$ cat config.mk
export PLATFORM = sky130hd
export DESIGN_NAME = fila_prefetch
export DESIGN_NICKNAME = d
export VERILOG_FILES = /design/src/rtl/pacote_processador.sv /design/src/rtl/fila_circular.sv /design/src/rtl/fila_prefetch.sv
export SDC_FILE = /design/constraint.sdc
export NUM_CORES = 1
export LEC_CHECK = 0
export ABC_CLOCK_PERIOD_IN_PS = 3550
export BUFFER_PORTS_ARGS = -buffer_cell sky130_fd_sc_hd__buf_2
export CAP_MARGIN = 0
export CORE_ASPECT_RATIO = 0.7
export CORE_MARGIN = 4
export CORE_UTILIZATION = 32
export CTS_CLUSTER_DIAMETER = 200
export DETAILED_ROUTE_END_ITERATION = 16
export PLACE_DENSITY = 0.58
export SLEW_MARGIN = 20
export SYNTH_ARGS = -nofsm -noshare
export SYNTH_HDL_FRONTEND = slang
export SYNTH_HIERARCHICAL = 1
export SYNTH_SLANG_ARGS = --single-unit
$ cat constraint.sdc
create_clock -name clock -period 3.55 [get_ports clock]
set_input_delay 0.355 -clock clock [delete_from_list [all_inputs] [get_ports clock]]
set_output_delay 0.355 -clock clock [all_outputs]
set_load 0.005 [all_outputs]
$ cat src/rtl/pacote_processador.sv
// Shared definitions for the instruction fetch path: FSM state encoding and
// default widths / reset address.
package pacote_processador;

  localparam int          DEF_ADDR_W   = 32;
  localparam int          DEF_DATA_W   = 32;
  localparam logic [31:0] DEF_RESET_PC = 32'h0000_0000;

  typedef enum logic [1:0] {
    FETCH,
    WAIT,
    DISCARD
  } estado_t;

endpackage

$ cat src/rtl/fila_circular.sv
// DEPTH-entry circular buffer with synchronous flush; pointers wrap naturally
// because DEPTH is a power of two.
module fila_circular #(
  parameter int DEPTH = 4,
  parameter int W     = 64
) (
  input  logic                       clk,
  input  logic                       rst_n,
  input  logic                       push,
  input  logic                       pop,
  input  logic                       flush,
  input  logic [W-1:0]               din,
  output logic [W-1:0]               dout,
  output logic [$clog2(DEPTH):0]     count,
  output logic                       full,
  output logic                       empty
);

  localparam int PW = $clog2(DEPTH);
  localparam int CW = PW + 1;

  logic [W-1:0]  mem [DEPTH];
  logic [PW-1:0] rd_ptr, wr_ptr;
  logic [CW-1:0] cnt;
  logic          do_push, do_pop;

  assign empty   = (cnt == '0);
  assign full    = (cnt == CW'(DEPTH));
  assign do_pop  = pop && !empty;
  assign do_push = push && (!full || do_pop);
  assign dout    = mem[rd_ptr];
  assign count   = cnt;

  // NOTE: the storage array has no reset; only pointers and count qualify its contents.
  always_ff @(posedge clk) begin
    if (do_push && !flush) mem[wr_ptr] <= din;
  end

  // NOTE: sequential state uses non-blocking assignments so every register samples pre-edge values.
  always_ff @(posedge clk or negedge rst_n) begin
    if (!rst_n) begin
      rd_ptr <= '0;
      wr_ptr <= '0;
      cnt    <= '0;
    end else if (flush) begin
      rd_ptr <= '0;
      wr_ptr <= '0;
      cnt    <= '0;
    end else begin
      if (do_push) wr_ptr <= wr_ptr + 1'b1;
      if (do_pop)  rd_ptr <= rd_ptr + 1'b1;
      case ({do_push, do_pop})
        2'b10:   cnt <= cnt + 1'b1;
        2'b01:   cnt <= cnt - 1'b1;
        default: cnt <= cnt;
      endcase
    end
  end

endmodule

$ cat src/rtl/fila_prefetch.sv
// Instruction prefetch queue: keeps one sequential fetch in flight over a
// req/ack memory handshake and flushes/redirects on a taken jump.
module fila_prefetch
  import pacote_processador::*;
#(
  parameter int                DEPTH    = 4,
  parameter int                DATA_W   = DEF_DATA_W,
  parameter int                ADDR_W   = DEF_ADDR_W,
  parameter logic [ADDR_W-1:0] RESET_PC = ADDR_W'(DEF_RESET_PC),
  parameter int                PC_STEP  = 1
) (
  input  logic                     clock,
  input  logic                     reset,
  output logic                     mem_req,
  output logic [ADDR_W-1:0]        mem_addr,
  input  logic                     mem_ack,
  input  logic [DATA_W-1:0]        mem_rdata,
  input  logic                     habJump,
  input  logic [ADDR_W-1:0]        jumpPC,
  output logic                     instr_valid,
  output logic [DATA_W-1:0]        instrucao,
  output logic [ADDR_W-1:0]        pc_out,
  input  logic                     instr_ready,
  output logic [$clog2(DEPTH):0]   ocupacao
);

  estado_t                  state_q, state_d;
  logic [ADDR_W-1:0]        fetch_pc_q, fetch_pc_d;
  logic [ADDR_W-1:0]        addr_d;
  logic                     req_d;
  logic                     q_push, q_pop, q_full, q_empty;
  logic [ADDR_W+DATA_W-1:0] q_dout;

  fila_circular #(
    .DEPTH (DEPTH),
    .W     (ADDR_W + DATA_W)
  ) u_fila (
    .clk   (clock),
    .rst_n (reset),
    .push  (q_push),
    .pop   (q_pop),
    .flush (habJump),
    .din   ({fetch_pc_q, mem_rdata}),
    .dout  (q_dout),
    .count (ocupacao),
    .full  (q_full),
    .empty (q_empty)
  );

  assign instr_valid = !q_empty;
  assign instrucao   = q_empty ? '0 : q_dout[DATA_W-1:0];
  assign pc_out      = q_empty ? '0 : q_dout[ADDR_W+DATA_W-1:DATA_W];

  always_ff @(posedge clock or negedge reset) begin
    if (!reset) begin
      state_q    <= FETCH;
      fetch_pc_q <= RESET_PC;
      mem_req    <= 1'b0;
      mem_addr   <= RESET_PC;
    end else begin
      state_q    <= state_d;
      fetch_pc_q <= fetch_pc_d;
      mem_req    <= req_d;
      mem_addr   <= addr_d;
    end
  end

  // NOTE: every output of this block gets a default first so no latch is inferred.
  always_comb begin
    state_d    = state_q;
    fetch_pc_d = fetch_pc_q;
    req_d      = mem_req;
    addr_d     = mem_addr;
    q_push     = 1'b0;
    q_pop      = instr_valid && instr_ready && !habJump;

    case (state_q)
      FETCH: begin
        // A full queue still has room when this cycle's pop frees a slot.
        if (habJump) begin
          fetch_pc_d = jumpPC;
        end else if (!q_full || q_pop) begin
          req_d   = 1'b1;
          addr_d  = fetch_pc_q;
          state_d = WAIT;
        end
      end
      WAIT: begin
        if (mem_ack) begin
          req_d   = 1'b0;
          state_d = FETCH;
          if (habJump) begin
            fetch_pc_d = jumpPC;
          end else begin
            q_push     = 1'b1;
            fetch_pc_d = fetch_pc_q + ADDR_W'(PC_STEP);
          end
        end else if (habJump) begin
          fetch_pc_d = jumpPC;
          state_d    = DISCARD;
        end
      end
      DISCARD: begin
        // The stale request must complete before the target can be fetched.
        if (habJump) fetch_pc_d = jumpPC;
        if (mem_ack) begin
          req_d   = 1'b0;
          state_d = FETCH;
        end
      end
      default: begin
        req_d   = 1'b0;
        state_d = FETCH;
      end
    endcase
  end

endmodule

==> results of run 1 <==
[registers in the layout, indices dropped and copies added (netlist names)]
register       count
u_fila/mem       256
fetch_pc_q        32
mem_addr          32
u_fila/wr_ptr      2
mem_req            1
u_fila/rd_ptr      2
u_fila/count       3
state_q            2
[through the flow]
| step | instances | worst slack, ns | utilization [%] | hold slack [ns] | cell area (µm²) |
|---|---|---|---|---|---|
| final | 1594 | 0.520 | 39.3 | 0.0333 | 16700 |
| after global routing | 1593 | 0.361 | 39.3 | 0.00838 | 16700 |
| after CTS | 1592 | 0.497 | 39.3 | 0.00460 | 16600 |
| after detailed placement | 1506 | 0.560 | 36.2 | 0.474 | 15300 |
| after global placement | 1506 | 0.621 | 36.2 | 0.469 | 15300 |
| after floorplan | 808 | 0.283 | - | 0.0594 | 13800 |
[cells by family (layout without fill, tap and decap cells)]
kind of cell    after synthesis  after routing  synth area share [%]
fa+ha+maj                    10             10                 0.964
compound gates               98             98                  4.99
simple gates                204            204                  8.80
buf+inv                      60            293                  2.12
other cells                   0              1                     0
mux                         101            101                  13.5
flops                       330            330                  69.4
xor+xnor                      5              5                 0.318
[layer usage]
metal  GRT usage [%]  up-vias
met1            21.3     4054
met3            3.00       41
li1                -     3617
met5               0        -
met2            21.0      292
met4            2.10        0
[power by group]
group          internal [µW]  leakage, µW  switching [µW]
Combinational            754      0.00226             791
Sequential              4630      0.00318             469
Clock                   1900     0.000495            1430
Total                   7280      0.00594            2690
[worst max-delay path: cells and delay by family, from the launching register on]
family	cells	cell delay [ns]
and+or+nand+nor	6	1.70
AOI/OAI and AO/OA	1	0.21
buffers and inverters	1	0.29
DFF	1	0.47
[worst paths after layout]
path	startpoint	slack [ns]	end
setup reg to reg	u_fila/count[0]	0.52	u_fila/mem[1][13]
min in group asynchronous	reset	0.20	fetch_pc_q[14]
hold reg to reg	mem_addr[28]	0.49	mem_addr[28]
setup / recovery	u_fila/count[0]	0.52	u_fila/mem[1][13]
hold / removal	mem_rdata[14]	0.03	u_fila/mem[0][14]
max in group asynchronous	reset	2.77	u_fila/rd_ptr[1]
[final cells by class]
class                      count  area (µm²)  area share [%]
inverter                      16        60.1           0.360
clock inverter                23         236            1.42
antenna                        1        2.50          0.0150
multi-input combinational    418        3940            23.6
tap                          552         691            4.14
timing repair buffer         220        1410            8.46
sequential                   330        9550            57.2
clock buffer                  34         787            4.72
[Yosys cell counts, types with 6 or more instances]
| cell | count |
|---|---|
| nand2_1 | 23 |
| clkbuf_1 | 21 |
| or3_1 | 6 |
| nor2_1 | 28 |
| ha_1 | 9 |
| and3_1 | 12 |
| nor3_1 | 15 |
| nor2b_1 | 70 |
| buf_2 | 11 |
| dfrtp_1 | 74 |
| and2_1 | 6 |
| o22a_1 | 7 |
| mux4_2 | 64 |
| o21ai_0 | 21 |
| nand3_1 | 10 |
| mux2_2 | 31 |
| buf_6 | 6 |
| edfxtp_1 | 256 |
| inv_1 | 15 |
| a21oi_1 | 16 |
| a211oi_1 | 6 |
| a22oi_1 | 9 |
[repair_timing]
action / in CTS / in global routing
hold endpoints to repair: 171 / 0
buffers inserted: 0 / 0
resized for setup: 0 / 0
hold buffers: 29 / 0
==> flow_metrics.env, run 1 <==
export IMPL_synth_async_sr_flop_share_pct=22.4
export IMPL_antenna_found_initial=0
export IMPL_initial_utilization_pct=32.4
export IMPL_drive_gt1_share_pct=33.8
export IMPL_dp_hpwl_mm=22.4
export IMPL_worstPathRequired_ns=3.80
export IMPL_clock_latency_ns=0.58
export IMPL_start_kind="flip-flop"
export IMPL_drc=0
export IMPL_ys_flop_type="edfxtp_1"
export IMPL_wl_per_cell_um=20.7
export IMPL_r2r_cells=8
export IMPL_power_density_nw_per_um2=598
export IMPL_grt_setup_unrepaired="no"
export IMPL_cts_made_buffers=31
export IMPL_numClockSinks=330
export IMPL_areaGrowthSynthToFinish_pct=21.2
export IMPL_critical_path_class="flip-flop to flip-flop"
export IMPL_cts_root_buf="clkbuf_16"
export IMPL_synth_edff_count=256
export IMPL_setup_violations=0
export IMPL_avgSynthCellArea_um2=17.0
export IMPL_skew_ns=0.0192
export IMPL_syn_inst=808
export IMPL_cp_slowest_cell="nor2_1"
export IMPL_h_tree_depth=1
export IMPL_final_hold_violation_count=0
export IMPL_worstPathArrival_ns=3.28
export IMPL_core_area_um2=42400
export IMPL_synth_area_um2=13800
export IMPL_hold_path_class="input port to flip-flop"
export IMPL_netlist_top_cells_area="edfxtp_1 (56%), dfrtp_1 (13%), mux4_2 (10%), nor2b_1 (3.2%), mux2_2 (2.5%)"
export IMPL_synth_seq_cells=330
export IMPL_fin_crit_ns=3.03
export IMPL_grt_pass1_vias=8072
export IMPL_clk_pin_slew_ns=0.06
export IMPL_fp_dieW_um=256
export IMPL_nets=1096
export IMPL_io_buffer_count=169
export IMPL_synth_seq_area_share_pct=69.4
export IMPL_tightest_slew_ns=0.749
export IMPL_viasPerCell=5.02
export IMPL_path_cells="or2_1 > nor2_4 > nand2b_1 > nor2_1 > nand2b_1 > o211a_1 > and2_4 > buf_12"
export IMPL_top_layer="met4"
export IMPL_ioPinCount=170
export IMPL_grt_pass1_wl_mm=50.7
export IMPL_cpPeakStageDelay_ns=0.51
export IMPL_grt_total_usage_pct=14.0
export IMPL_wl_met3_mm=2.13
export IMPL_fp_row_count=63
export IMPL_overflow=0
export IMPL_first_pass_iters=5
export IMPL_timing_fmax_ghz=0.330
export IMPL_cts_tree="done"
export IMPL_dieArea_um2=46400
export IMPL_wirelength_mm=33.0
export IMPL_wl_met1_mm=15.8
export IMPL_num_fill_cells=3908
export IMPL_dr_total_vias=8004
export IMPL_ant_nets=0
export IMPL_power_uw=9980
export IMPL_fin_crit_sh_pct=85.3
export IMPL_drt_first_iter_violations=606
export IMPL_synthDistinctLibCells=69
export IMPL_slew_headroom_pct=50.1
export IMPL_ir_worst_vdd_uv=371
export IMPL_die_h_um=181
export IMPL_maxCapViolCount=0
export IMPL_mostFrequentLayoutCells="edfxtp_1 (256), buf_2 (168), dfrtp_1 (72), nor2b_1 (70), mux4_2 (64)"
export IMPL_status="finished clean"
export IMPL_worstSetupEndpointType="flip-flop"
export IMPL_final_common_cell="edfxtp_1"
export IMPL_grt_max_degree=75
export IMPL_path_max_fanout=36
export IMPL_synth_top_area_share_pct=55.9
export IMPL_finalSetupTns_ns=0
export IMPL_hold_depth=1
export IMPL_syn_num_nets=887
export IMPL_ys_warn_count=6
export IMPL_routabilityCongestion=0.834
export IMPL_cts_path_max_buffers=3
export IMPL_synth_top_area_cell="edfxtp_1"
export IMPL_power_leakage_uw=0.00594
export IMPL_wl_met2_mm=14.7
export IMPL_drv_slew=0
export IMPL_crit_path_frequent_cell="nand2b_1"
Power figures use the tool's default switching activity.
==> inputs of run 2 (changes only) <==
--- a/config.mk
+++ b/config.mk
@@ -9,11 +9,12 @@
 export BUFFER_PORTS_ARGS = -buffer_cell sky130_fd_sc_hd__buf_2
 export CAP_MARGIN = 0
 export CORE_ASPECT_RATIO = 0.7
-export CORE_MARGIN = 4
+export CORE_MARGIN = 2
 export CORE_UTILIZATION = 32
 export CTS_CLUSTER_DIAMETER = 200
 export DETAILED_ROUTE_END_ITERATION = 16
 export PLACE_DENSITY = 0.58
+export REMOVE_ABC_BUFFERS = 1
 export SLEW_MARGIN = 20
 export SYNTH_ARGS = -nofsm -noshare
 export SYNTH_HDL_FRONTEND = slang
==> flow_metrics.env, run 2 (synthesis gave the netlist of run 1 again) <==
export IMPL_status="finished clean"
export IMPL_first_pass_iters=5
export IMPL_power_density_nw_per_um2=619
export IMPL_drv_slew=0
export IMPL_drt_first_iter_violations=516
export IMPL_setup_violations=0
export IMPL_routabilityCongestion=0.787
export IMPL_slew_headroom_pct=42.8
export IMPL_areaGrowthSynthToFinish_pct=20.2
export IMPL_cts_resized=0
export IMPL_drive_gt1_share_pct=35.1
export IMPL_largestRegisters="u_fila/mem: 256 flops, fetch_pc_q: 32 flops, mem_addr: 32 flops"
export IMPL_numClockSinks=330
export IMPL_fp_dieW_um=252
export IMPL_r2r_cells=9
export IMPL_largest_reg_flops=256
export IMPL_antenna_found_initial=0
export IMPL_fin_crit_ns=2.96
export IMPL_ioPinCount=170
export IMPL_cts_tree="done"
export IMPL_nets=1075
export IMPL_diodes=0
export IMPL_path_max_fanout=66
export IMPL_skew_ns=0.0139
export IMPL_power_internal_uw=7510
export IMPL_cts_root_buf="clkbuf_16"
export IMPL_wl_per_cell_um=21.3
export IMPL_dr_total_vias=7924
export IMPL_maxCapViolCount=0
export IMPL_r2r_start="u_fila/count[0]"
export IMPL_initial_utilization_pct=32.4
export IMPL_layout_cells_non_filler=1575
export IMPL_dp_cells=1510
export IMPL_power_switching_uw=2710
export IMPL_worstPathRequired_ns=3.97
export IMPL_io_buffer_count=169
export IMPL_hold_path_class="input port to flip-flop"
export IMPL_mostFrequentLayoutCells="edfxtp_1 (256), buf_2 (168), dfrtp_1 (72), nor2b_1 (70), mux4_2 (64)"
export IMPL_overflow=0
export IMPL_clock_latency_ns=0.52
export IMPL_start_kind="flip-flop"
export IMPL_ant_nets=0
export IMPL_multi_input_area_um2=3940
export IMPL_wirelength_mm=33.5
export IMPL_drc=0
export IMPL_final_hold_violation_count=0
export IMPL_power_leakage_uw=0.00587
export IMPL_dieArea_um2=44700
export IMPL_switching_share_pct=26.5
export IMPL_viasPerCell=5.03
export IMPL_final_common_cell="edfxtp_1"
export IMPL_pwr_share_comb_pct=15.2
export IMPL_pwr_share_clk_pct=35.5
export IMPL_cts_path_max_buffers=3
export IMPL_h_tree_depth=2
export IMPL_worstPathArrival_ns=3.38
export IMPL_core_area_um2=42400
export IMPL_setup_slack_ns=0.592
export IMPL_r2r_end="u_fila/count[1]"
export IMPL_ff_latch_area_um2=9550
export IMPL_fin_crit_sh_pct=83.3
export IMPL_pwr_share_seq_pct=49.3
export IMPL_num_fill_cells=3925
export IMPL_largest_register="u_fila/mem"
export IMPL_timing_fmax_ghz=0.338
export IMPL_tightest_slew_ns=0.858
export IMPL_placed_area_um2=15400
export IMPL_grt_pass1_wl_mm=50.5
export IMPL_die_h_um=177
export IMPL_crit_path_end="u_fila/count[1]"
export IMPL_cts_setup_buffers=0
export IMPL_dpl_worst_slack_ns=0.569
export IMPL_critPathLaunch="u_fila/count[0]"
export IMPL_clk_pin_slew_ns=0.06
export IMPL_dp_hpwl_mm=21.6
export IMPL_grt_setup_unrepaired="no"
export IMPL_critical_path_class="flip-flop to flip-flop"
export IMPL_worstSetupEndpointType="flip-flop"
export IMPL_cts_made_buffers=35
export IMPL_grt_max_degree=67
export IMPL_fp_row_count=63
export IMPL_ir_worst_vdd_uv=339
export IMPL_r2r_slack_ns=0.59
export IMPL_grt_pass1_vias=7969
export IMPL_finalInstanceArea_um2=16500
export IMPL_grt_total_usage_pct=15.0
## run 2: cell types whose count changed in the layout (fill, tap and decap cells not counted), sizes merged, moves of 2 or more
cell / previous run / this run
dlygate4sd3: 29 / 1
clkbuf: 34 / 45
inv: 16 / 18
clkinv: 16 / 9
buf: 191 / 194
## run 2: how the worst min path moves through the flow
stage	from	end	slack [ns]	cells past startpoint
after global routing	mem_rdata[2]	u_fila/mem[2][2]	0.03	1
after floorplan	reset	fetch_pc_q[0]	0.06	0
after global placement	reset	mem_addr[18]	0.49	1
final	mem_rdata[30]	u_fila/mem[2][30]	0.05	1
after CTS	mem_rdata[2]	u_fila/mem[0][2]	0.02	1
after detailed placement	reset	mem_addr[19]	0.49	1
## run 2: worst max-delay path, stage by stage, from the launching register on
cell and delay, ns:
dfrtp_1 0.45, or2_1 0.38, nor2_4 0.12, buf_4 0.66, nor2b_1 0.14, fa_1 0.53
o21ai_0 0.08, a31oi_1 0.16, a21oi_1 0.08, a211oi_1 0.24
## run 2: per-layer routing
metal / track usage, % / routed length, µm / vias to the layer above
li1: - / - / 3559
met1: 22.2 / 15800 / 4104
met2: 22.9 / 15200 / 223
met3: 2.87 / 1910 / 38
met4: 3.40 / 575 / 0
met5: 0 / 0 / -
## run 2: cell type report
type,instances,area share [%]
Clock buffer,45,5.53
Clock inverter,19,1.30
Inverter,16,0.363
Multi-Input combinational cell,418,23.9
Sequential cell,330,57.8
Tap cell,552,4.18
Timing Repair Buffer,195,7.01
## run 2: power by group through the flow
stage / Sequential, µW / Clock (µW) / Combinational, µW
detailed placement: 5130 / 0 / 1580
finish: 5040 / 3630 / 1550
global route: 5110 / 3880 / 1720
floorplan: 5000 / 0 / 863
CTS: 5050 / 3740 / 1590
global placement: 5110 / 0 / 1560
## run 2: repair_timing
item	in CTS	in global routing
setup endpoints to repair	0	0
hold buffers	1	0
endpoints found under the hold margin	54	0
## run 2: metrics by stage
stage | power, µW | hold slack [ns] | setup TNS [ns] | utilization, %
after floorplan | 5860 | 0.0594 | -416.57 | -
after global placement | 6680 | 0.489 | 0 | 36.3
after detailed placement | 6710 | 0.492 | 0 | 36.3
after CTS | 10400 | 0.0211 | 0 | 39.0
after global routing | 10700 | 0.0271 | 0 | 39.0
final | 10200 | 0.0478 | 0 | 39.0
